--- config.mk ---
export PLATFORM = sky130hd
export DESIGN_NAME = battleship_engine_flat
export DESIGN_NICKNAME = d
export VERILOG_FILES = /design/src/rtl/battleship_engine_if.sv /design/src/rtl/battleship_engine.sv /design/src/flat_wrapper.sv
export SDC_FILE = /design/constraint.sdc
export NUM_CORES = 1
export LEC_CHECK = 0
export BUFFER_PORTS_ARGS = -buffer_cell sky130_fd_sc_hd__buf_2
export CORE_ASPECT_RATIO = 1.1
export CORE_MARGIN = 2
export CORE_UTILIZATION = 55
export DETAILED_ROUTE_END_ITERATION = 12
export PLACE_DENSITY = 0.77
export SYNTH_ARGS = -nofsm -noshare
export SYNTH_HDL_FRONTEND = slang
export SYNTH_SLANG_ARGS = --single-unit
--- constraint.sdc ---
create_clock -name clk -period 5.2 [get_ports clk]
set_input_delay 1.04 -clock clk [delete_from_list [all_inputs] [get_ports clk]]
set_output_delay 1.04 -clock clk [all_outputs]
set_load 0.02 [all_outputs]
--- src/rtl/battleship_engine_if.sv ---
// Bus between the battleship engine and its keypad / display side.
// The master modport is the keypad decoder plus display formatter; the slave
// modport is the engine.
interface battleship_engine_if #(
   parameter int COORD_W = 3,
   parameter int CNT_W   = 4
);
   logic [3:0]         key_value;
   logic               key_valid;
   logic               rd_player;
   logic [COORD_W-1:0] rd_x;
   logic [COORD_W-1:0] rd_y;
   logic [1:0]         rd_cell;
   logic [2:0]         game_state;
   logic               coord_phase;
   logic [COORD_W-1:0] cursor_x;
   logic [COORD_W-1:0] cursor_y;
   logic [CNT_W-1:0]   ships_left_p1;
   logic [CNT_W-1:0]   ships_left_p2;
   logic [1:0]         winner;
   logic               evt_valid;
   logic [2:0]         evt_code;
   logic [COORD_W-1:0] evt_x;
   logic [COORD_W-1:0] evt_y;

   modport master (
      output key_value, key_valid, rd_player, rd_x, rd_y,
      input  rd_cell, game_state, coord_phase, cursor_x, cursor_y,
             ships_left_p1, ships_left_p2, winner,
             evt_valid, evt_code, evt_x, evt_y
   );

   modport slave (
      input  key_value, key_valid, rd_player, rd_x, rd_y,
      output rd_cell, game_state, coord_phase, cursor_x, cursor_y,
             ships_left_p1, ships_left_p2, winner,
             evt_valid, evt_code, evt_x, evt_y
   );
endinterface

--- src/rtl/battleship_engine.sv ---
// Two-player battleship controller: both boards, setup/turn FSM, shot
// resolution, win detection, event stream and a registered board read port.
module battleship_engine #(
   parameter int BOARD_W    = 8,
   parameter int BOARD_H    = 8,
   parameter int COORD_W    = 3,
   parameter int SHIP_CELLS = 5,
   parameter int BONUS_SHOT = 0,
   parameter int CNT_W      = 4
) (
   input logic clk,
   input logic rst_n,
   battleship_engine_if.slave bus
);
   localparam int CELLS = BOARD_W * BOARD_H;
   localparam int AW    = $clog2(2 * CELLS);
   localparam logic [CNT_W-1:0] SHIPS      = CNT_W'(SHIP_CELLS);
   localparam logic [CNT_W-1:0] LAST_PLACE = CNT_W'(SHIP_CELLS - 1);

   typedef enum logic [2:0] {
      S_IDLE = 3'd0, S_P1_SETUP = 3'd1, S_P2_SETUP = 3'd2,
      S_P1_TURN = 3'd3, S_P2_TURN = 3'd4, S_OVER = 3'd5
   } state_t;

   localparam logic [1:0] C_EMPTY = 2'b00, C_SHIP = 2'b01, C_HIT = 2'b10, C_MISS = 2'b11;
   localparam logic [2:0] E_START = 3'd0, E_PLACE = 3'd1, E_HIT = 3'd2, E_MISS = 3'd3,
                          E_REPEAT = 3'd4, E_BADKEY = 3'd5, E_CANCEL = 3'd6, E_RESTART = 3'd7;

   state_t             state_q, state_d;
   logic               phase_q, phase_d;
   logic [COORD_W-1:0] cur_x_q, cur_x_d, cur_y_q, cur_y_d;
   logic [CNT_W-1:0]   placed_q, placed_d, left1_q, left1_d, left2_q, left2_d;
   logic [1:0]         winner_q, winner_d;
   logic               evt_valid_q, evt_valid_d;
   logic [2:0]         evt_code_q, evt_code_d;
   logic [COORD_W-1:0] evt_x_q, evt_x_d, evt_y_q, evt_y_d;
   logic [1:0]         rd_cell_q, rd_cell_d;

   logic [1:0]         board_w [2*CELLS];
   logic               wr_en, clr_all, tgt_player, rd_in_range, setup_phase;
   logic [1:0]         wr_val, cell_cur;
   logic [AW-1:0]      cidx, ridx;
   logic [COORD_W-1:0] key_coord;
   logic [CNT_W-1:0]   opp_left;
   state_t             pass_state;

   // P1 board occupies indices 0..CELLS-1, P2 board CELLS..2*CELLS-1.
   assign key_coord   = COORD_W'(bus.key_value);
   assign setup_phase = (state_q == S_P1_SETUP) || (state_q == S_P2_SETUP);
   assign tgt_player  = (state_q == S_P2_SETUP) || (state_q == S_P1_TURN);
   assign cidx        = AW'(tgt_player ? CELLS : 0) + AW'(int'(key_coord) * BOARD_W + int'(cur_x_q));
   assign cell_cur    = board_w[cidx];
   assign opp_left    = (state_q == S_P1_TURN) ? left2_q : left1_q;
   assign pass_state  = (state_q == S_P1_TURN) ? S_P2_TURN : S_P1_TURN;
   assign rd_in_range = (int'(bus.rd_x) < BOARD_W) && (int'(bus.rd_y) < BOARD_H);
   assign ridx        = AW'(bus.rd_player ? CELLS : 0) + AW'(int'(bus.rd_y) * BOARD_W + int'(bus.rd_x));
   assign rd_cell_d   = rd_in_range ? board_w[ridx] : C_EMPTY;

   // Cell storage; every cell clears on reset or restart, else takes the resolved write.
   for (genvar gi = 0; gi < 2 * CELLS; gi++) begin : g_cell
      logic [1:0] cell_q;
      always_ff @(posedge clk) begin
         if (!rst_n || clr_all)                  cell_q <= C_EMPTY;
         else if (wr_en && (cidx == AW'(gi)))    cell_q <= wr_val;
      end
      assign board_w[gi] = cell_q;
   end

   // Next-state logic: decode one key per cycle into state, counters, board write and event.
   always_comb begin
      state_d = state_q;   phase_d = phase_q;   cur_x_d = cur_x_q;   cur_y_d = cur_y_q;
      placed_d = placed_q; left1_d = left1_q;   left2_d = left2_q;   winner_d = winner_q;
      evt_valid_d = 1'b0;  evt_code_d = evt_code_q;
      evt_x_d = evt_x_q;   evt_y_d = evt_y_q;
      wr_en = 1'b0;        wr_val = C_EMPTY;    clr_all = 1'b0;
      if (bus.key_valid) begin
         // Non-commit events report the cursor; commits overwrite these below.
         evt_x_d = cur_x_q;
         evt_y_d = cur_y_q;
         case (state_q)
            S_IDLE: begin
               state_d = S_P1_SETUP; evt_valid_d = 1'b1; evt_code_d = E_START;
            end
            S_OVER: begin
               clr_all = 1'b1; left1_d = SHIPS; left2_d = SHIPS; placed_d = '0;
               winner_d = 2'b00; state_d = S_IDLE; evt_valid_d = 1'b1; evt_code_d = E_RESTART;
            end
            default: begin
               if (bus.key_value == 4'hF) begin
                  if (phase_q) begin
                     phase_d = 1'b0; evt_valid_d = 1'b1; evt_code_d = E_CANCEL;
                  end
               end else if (!phase_q) begin
                  if (int'(bus.key_value) < BOARD_W) begin
                     cur_x_d = key_coord; phase_d = 1'b1;
                  end else begin
                     evt_valid_d = 1'b1; evt_code_d = E_BADKEY;
                  end
               end else if (int'(bus.key_value) >= BOARD_H) begin
                  evt_valid_d = 1'b1; evt_code_d = E_BADKEY;
               end else begin
                  cur_y_d = key_coord; phase_d = 1'b0; evt_valid_d = 1'b1;
                  evt_x_d = cur_x_q;   evt_y_d = key_coord;
                  if (setup_phase) begin
                     if (cell_cur == C_EMPTY) begin
                        wr_en = 1'b1; wr_val = C_SHIP; evt_code_d = E_PLACE;
                        if (placed_q == LAST_PLACE) begin
                           placed_d = '0;
                           state_d  = (state_q == S_P1_SETUP) ? S_P2_SETUP : S_P1_TURN;
                        end else begin
                           placed_d = placed_q + CNT_W'(1);
                        end
                     end else begin
                        evt_code_d = E_REPEAT;
                     end
                  end else begin
                     case (cell_cur)
                        C_SHIP: begin
                           wr_en = 1'b1; wr_val = C_HIT; evt_code_d = E_HIT;
                           if (state_q == S_P1_TURN) begin
                              if (left2_q != '0) left2_d = left2_q - CNT_W'(1);
                           end else begin
                              if (left1_q != '0) left1_d = left1_q - CNT_W'(1);
                           end
                           if (opp_left == CNT_W'(1)) begin
                              state_d  = S_OVER;
                              winner_d = (state_q == S_P1_TURN) ? 2'b01 : 2'b10;
                           end else if (BONUS_SHOT == 0) begin
                              state_d = pass_state;
                           end
                        end
                        C_EMPTY: begin
                           wr_en = 1'b1; wr_val = C_MISS; evt_code_d = E_MISS; state_d = pass_state;
                        end
                        default: evt_code_d = E_REPEAT;
                     endcase
                  end
               end
            end
         endcase
      end
   end

   // Control and output registers.
   always_ff @(posedge clk) begin
      if (!rst_n) begin
         state_q <= S_IDLE; phase_q <= 1'b0; cur_x_q <= '0; cur_y_q <= '0;
         placed_q <= '0; left1_q <= SHIPS; left2_q <= SHIPS; winner_q <= 2'b00;
         evt_valid_q <= 1'b0; evt_code_q <= 3'd0; evt_x_q <= '0; evt_y_q <= '0;
         rd_cell_q <= C_EMPTY;
      end else begin
         state_q <= state_d; phase_q <= phase_d; cur_x_q <= cur_x_d; cur_y_q <= cur_y_d;
         placed_q <= placed_d; left1_q <= left1_d; left2_q <= left2_d; winner_q <= winner_d;
         evt_valid_q <= evt_valid_d; evt_code_q <= evt_code_d; evt_x_q <= evt_x_d; evt_y_q <= evt_y_d;
         rd_cell_q <= rd_cell_d;
      end
   end

   assign bus.rd_cell       = rd_cell_q;
   assign bus.game_state    = state_q;
   assign bus.coord_phase   = phase_q;
   assign bus.cursor_x      = cur_x_q;
   assign bus.cursor_y      = cur_y_q;
   assign bus.ships_left_p1 = left1_q;
   assign bus.ships_left_p2 = left2_q;
   assign bus.winner        = winner_q;
   assign bus.evt_valid     = evt_valid_q;
   assign bus.evt_code      = evt_code_q;
   assign bus.evt_x         = evt_x_q;
   assign bus.evt_y         = evt_y_q;
endmodule

--- src/flat_wrapper.sv ---
// flat-port wrapper written by rule: the top's interface ports become plain ports
module battleship_engine_flat 
#(
   parameter int BOARD_W    = 8,
   parameter int BOARD_H    = 8,
   parameter int COORD_W    = 3,
   parameter int SHIP_CELLS = 5,
   parameter int BONUS_SHOT = 0,
   parameter int CNT_W      = 4
)
  (clk, rst_n, bus_key_value, bus_key_valid, bus_rd_player, bus_rd_x, bus_rd_y, bus_rd_cell, bus_game_state, bus_coord_phase, bus_cursor_x, bus_cursor_y, bus_ships_left_p1, bus_ships_left_p2, bus_winner, bus_evt_valid, bus_evt_code, bus_evt_x, bus_evt_y);
  battleship_engine_if #(.COORD_W(COORD_W), .CNT_W(CNT_W)) bus_i ();
  input logic clk;
  input logic rst_n;
  input wire logic [$bits(bus_i.key_value)-1:0] bus_key_value;
  input wire logic [$bits(bus_i.key_valid)-1:0] bus_key_valid;
  input wire logic [$bits(bus_i.rd_player)-1:0] bus_rd_player;
  input wire logic [$bits(bus_i.rd_x)-1:0] bus_rd_x;
  input wire logic [$bits(bus_i.rd_y)-1:0] bus_rd_y;
  output wire logic [$bits(bus_i.rd_cell)-1:0] bus_rd_cell;
  output wire logic [$bits(bus_i.game_state)-1:0] bus_game_state;
  output wire logic [$bits(bus_i.coord_phase)-1:0] bus_coord_phase;
  output wire logic [$bits(bus_i.cursor_x)-1:0] bus_cursor_x;
  output wire logic [$bits(bus_i.cursor_y)-1:0] bus_cursor_y;
  output wire logic [$bits(bus_i.ships_left_p1)-1:0] bus_ships_left_p1;
  output wire logic [$bits(bus_i.ships_left_p2)-1:0] bus_ships_left_p2;
  output wire logic [$bits(bus_i.winner)-1:0] bus_winner;
  output wire logic [$bits(bus_i.evt_valid)-1:0] bus_evt_valid;
  output wire logic [$bits(bus_i.evt_code)-1:0] bus_evt_code;
  output wire logic [$bits(bus_i.evt_x)-1:0] bus_evt_x;
  output wire logic [$bits(bus_i.evt_y)-1:0] bus_evt_y;
  assign bus_i.key_value = bus_key_value;
  assign bus_i.key_valid = bus_key_valid;
  assign bus_i.rd_player = bus_rd_player;
  assign bus_i.rd_x = bus_rd_x;
  assign bus_i.rd_y = bus_rd_y;
  assign bus_rd_cell = bus_i.rd_cell;
  assign bus_game_state = bus_i.game_state;
  assign bus_coord_phase = bus_i.coord_phase;
  assign bus_cursor_x = bus_i.cursor_x;
  assign bus_cursor_y = bus_i.cursor_y;
  assign bus_ships_left_p1 = bus_i.ships_left_p1;
  assign bus_ships_left_p2 = bus_i.ships_left_p2;
  assign bus_winner = bus_i.winner;
  assign bus_evt_valid = bus_i.evt_valid;
  assign bus_evt_code = bus_i.evt_code;
  assign bus_evt_x = bus_i.evt_x;
  assign bus_evt_y = bus_i.evt_y;
  battleship_engine #(.BOARD_W(BOARD_W), .BOARD_H(BOARD_H), .COORD_W(COORD_W), .SHIP_CELLS(SHIP_CELLS), .BONUS_SHOT(BONUS_SHOT), .CNT_W(CNT_W)) u_core (.clk(clk), .rst_n(rst_n), .bus(bus_i));
endmodule
==> results.md <==
- Status: finished clean
- Post-synth net total: between 1,000 and 1,500
- Final WL: ~47 mm
- GRT Util Overall: 32.4%
- Syn-to-layout area delta: 11.4%
- Post-CTS Setup Inserts: 0
- Worst Hold Depth: 2
- Hold path endpoint: u_core.bus.winner[1]$_SDFFE_PN0P_
- GR Util met3: about 5.8%
- FP Rows: 63
- Crit-path cells: buf_4 > and2_1 > a22oi_1 > a31oi_1 > nand4_1 > o32a_1 > or2_1 > nor4_4 > a32o_1
- Hold slack: between 0.4 and 0.5 ns
- Antenna violation net count after detailed routing: 0
- Share of post-route cells with drive strength above 1: between 20% and 30%
- DR vias: 13,000
- CTS Hold Bufs: 0
- Worst setup startpoint: u_core.bus.cursor_x[0]$_SDFFE_PN0P_
- Top post-synthesis cells by count: dfxtp_1, a21oi_1, nor2_1
- First-pass GRT wire length: around 72 mm
- Num CTS Buffers: 29
- CP Launch Type: register
- Reg2reg path depth: 9
- Initial antenna violation count: 0
- Synth unique cells: 58
- Die Width: between 150 and 200 µm
- Pins Over Slew Limit: 0
- Latest clock arrival within the worst-skew pair: 0.56 ns
- Max Cap Violations: 0
- Hold Startpoint: u_core.bus.winner[1]$_SDFFE_PN0P_
- IO buf count: 45
- Seq pwr share: between 40% and 50%
- Crit path max-delay cell type: nor4_4
- CTS resizes: 0
- Mapped Avg Cell Area: a little over 10 µm²
- Top Usage Layer GRT: met2
- Final Hold Viols: 0
- Placed cell count: 1,769
- Die ar.: 28,400 µm²
- Worst EP arrival: between 5 and 6 ns
- Io pins: 46
- Gpl congestion: roughly 0.97
- Core area: 26,800 µm²
- Top cell type's share of synthesized area: 38.9%
- Syn Inst Count: around 1,400
- Sw Share: roughly a quarter
- Clock transition at path regs: approximately 0.06 ns
- Cell Int Power: ~3.6 mW
- Non-Filler Instances: between 1,500 and 2,000
- Routed WL per cell: 25.7 µm
- CP Class: reg2reg
- Leak Pwr: 5.53 nW
- # DRC: 0
- Pwr dens: approximately 290 nW/µm²
- Skew final: around 0.013 ns
- Antenna cells: 0
- Final Instance Area: about 17,000 µm²
- Worst Setup End Kind: register
- Synth area leader: dfxtp_1
- First-pass DRT Iterations: 6
- Clock sinks: just under 300
- Reg2reg start: u_core.bus.cursor_x[0]$_SDFFE_PN0P_
- Final WS setup: between 0.5 and 0.6 ns
- Sequential share of the synthesized area: about two fifths
- Total chip power: 4.78 mW
- CP max stage delay: between 1 and 1.5 ns
- H-Tree Depth: 1
- RSZ-0062 raised after global routing: false
- Gate power share: roughly 6.2%
- 1st-iter DRT viols: between 1,500 and 2,000
- Fraction of registers with async set/reset: 0%
- Initial core utilization: a little under three fifths
- R2r setup slk: about 0.6 ns
- Min Tclk post-route: around 4.6 ns
- Clock power frac: between 40% and 50%
- CTS tree: built
- Count leader, synth: dfxtp_1
- Largest net degree at the start of global routing: 74
- Number of flops mapped to enable cells by yosys: 0
- Final HPWL DP: ~31 mm
- Max-Slew Margin vs Limit: between 20% and 30%
- Place WS: approximately 0.74 ns
- Maximum clock insertion buffer count: 3
- Post-route clock period utilization: between 80% and 90%
- Grt ovf: 0
- P_sw: ~1.1 mW
- Endpoints failing setup: 0
- Die Y: 177 µm
- Final core utilization: approximately three fifths
- Met2 global-route usage: 52.1%
- Syn. warnings: 0
- Placed Area: approximately 16,000 µm²
- CP max FO: 20
- RR Endpoint: u_core.g_cell[28].cell_q[0]$_SDFFE_PP0P_
- Root Driver: clkbuf_16
- Layout Nets: 1,463
- GRT met1 Usage: 41.8%
- WP data required: about 5.7 ns
- Vias in the first global route: approximately 12,000
- Mapped Area: approximately 15,000 µm²
- Tightest Pin Transition: 1.17 ns
- Dominant cells by area after synthesis: dfxtp_1, mux4_2, a32o_1, a21oi_1, mux2i_1
- Peak VDD IR: approximately 0.23 mV
- FF+latch count, synth: 289
- Maximum clock rate: ~220 MHz
- Worst min path class: reg2reg
- Routed vias/inst: between 7 and 8
- Setup TNS: 0 ns
- Synth Flop Type: dfxtp_1
[layout make-up]
cell class | count | area (µm²)
sequential | 289 | 5790
clock buffer | 39 | 845
clock inverter | 14 | 180
fill | 2146 | 10200
inverter | 49 | 184
timing repair buffer | 112 | 771
multi-input combinational | 962 | 8370
tap | 357 | 447
[power groups by stage]
stage	Clock, mW	Sequential, mW	Combinational (mW)
2_1_floorplan	0	2.28	0.204
5_1_grt	2.34	2.24	0.311
6_report	2.25	2.24	0.298
3_3_place_gp	0	2.28	0.286
4_1_cts	2.25	2.24	0.289
3_5_place_dp	0	2.28	0.288
[layout by cell type, fill, tap and decap left out, drive strengths merged, types with 10 or more instances in the layout]
master  instances
dfxtp         289
a21oi         143
nor2          132
mux4          130
a32o          128
nand2         128
buf           112
mux2i          64
nand3          60
inv            50
clkbuf         39
nor3           24
nor4           19
a22oi          18
and2           13
nand2b         11
or3            10
[state kept, by name (all words and copies together), names as in the netlist]
register,flops
u_core.bus.rd_cell,2
u_core.bus.cursor_x,3
u_core.bus.ships_left_p2,4
u_core.bus.winner,2
u_core.bus.coord_phase,1
u_core.bus.evt_x,3
u_core.placed_q,4
u_core.bus.evt_code,3
u_core.bus.game_state,3
u_core.bus.evt_valid,1
u_core.g_cell.cell_q,256
u_core.bus.evt_y,3
u_core.bus.ships_left_p1,4
[kinds of logic (layout without fill, tap and decap cells)]
logic type               Yosys count  after routing  synth area share, %
buffers and inverters            198            214                 5.80
flip-flops                       289            289                 38.9
adder cells (fa/ha/maj)            7              7                0.571
XOR/XNOR                           4              4                0.235
AND/OR/NAND/NOR                  423            423                 13.9
AO/OA/AOI/OAI                    328            328                 16.3
multiplexers                     200            200                 24.4
[layer usage]
layer,part of all wire [%],up-vias
met5,0,-
met4,5.9,0
met3,11,211
met2,47,954
met1,37,6354
li1,-,5497
[critical path, delay by kind of cell (launching register included)]
kind / cells / cell delay, ns
buf+inv: 1 / 0.35
compound gates: 4 / 1.14
flops: 1 / 0.76
simple gates: 4 / 2.25
[worst max-delay path by stage]
stage / end / slack, ns / cells past startpoint
floorplan: u_core.bus.rd_cell[0]$_SDFF_PN0_ / 1.26 / 8
global route: u_core.g_cell[28].cell_q[0]$_SDFFE_PP0P_ / 0.50 / 8
finish: u_core.g_cell[28].cell_q[0]$_SDFFE_PP0P_ / 0.59 / 9
global placement: u_core.g_cell[30].cell_q[0]$_SDFFE_PP0P_ / 0.81 / 9
CTS: u_core.g_cell[28].cell_q[0]$_SDFFE_PP0P_ / 0.74 / 8
detailed placement: u_core.g_cell[28].cell_q[0]$_SDFFE_PP0P_ / 0.74 / 9
Power figures use the tool's default switching activity.
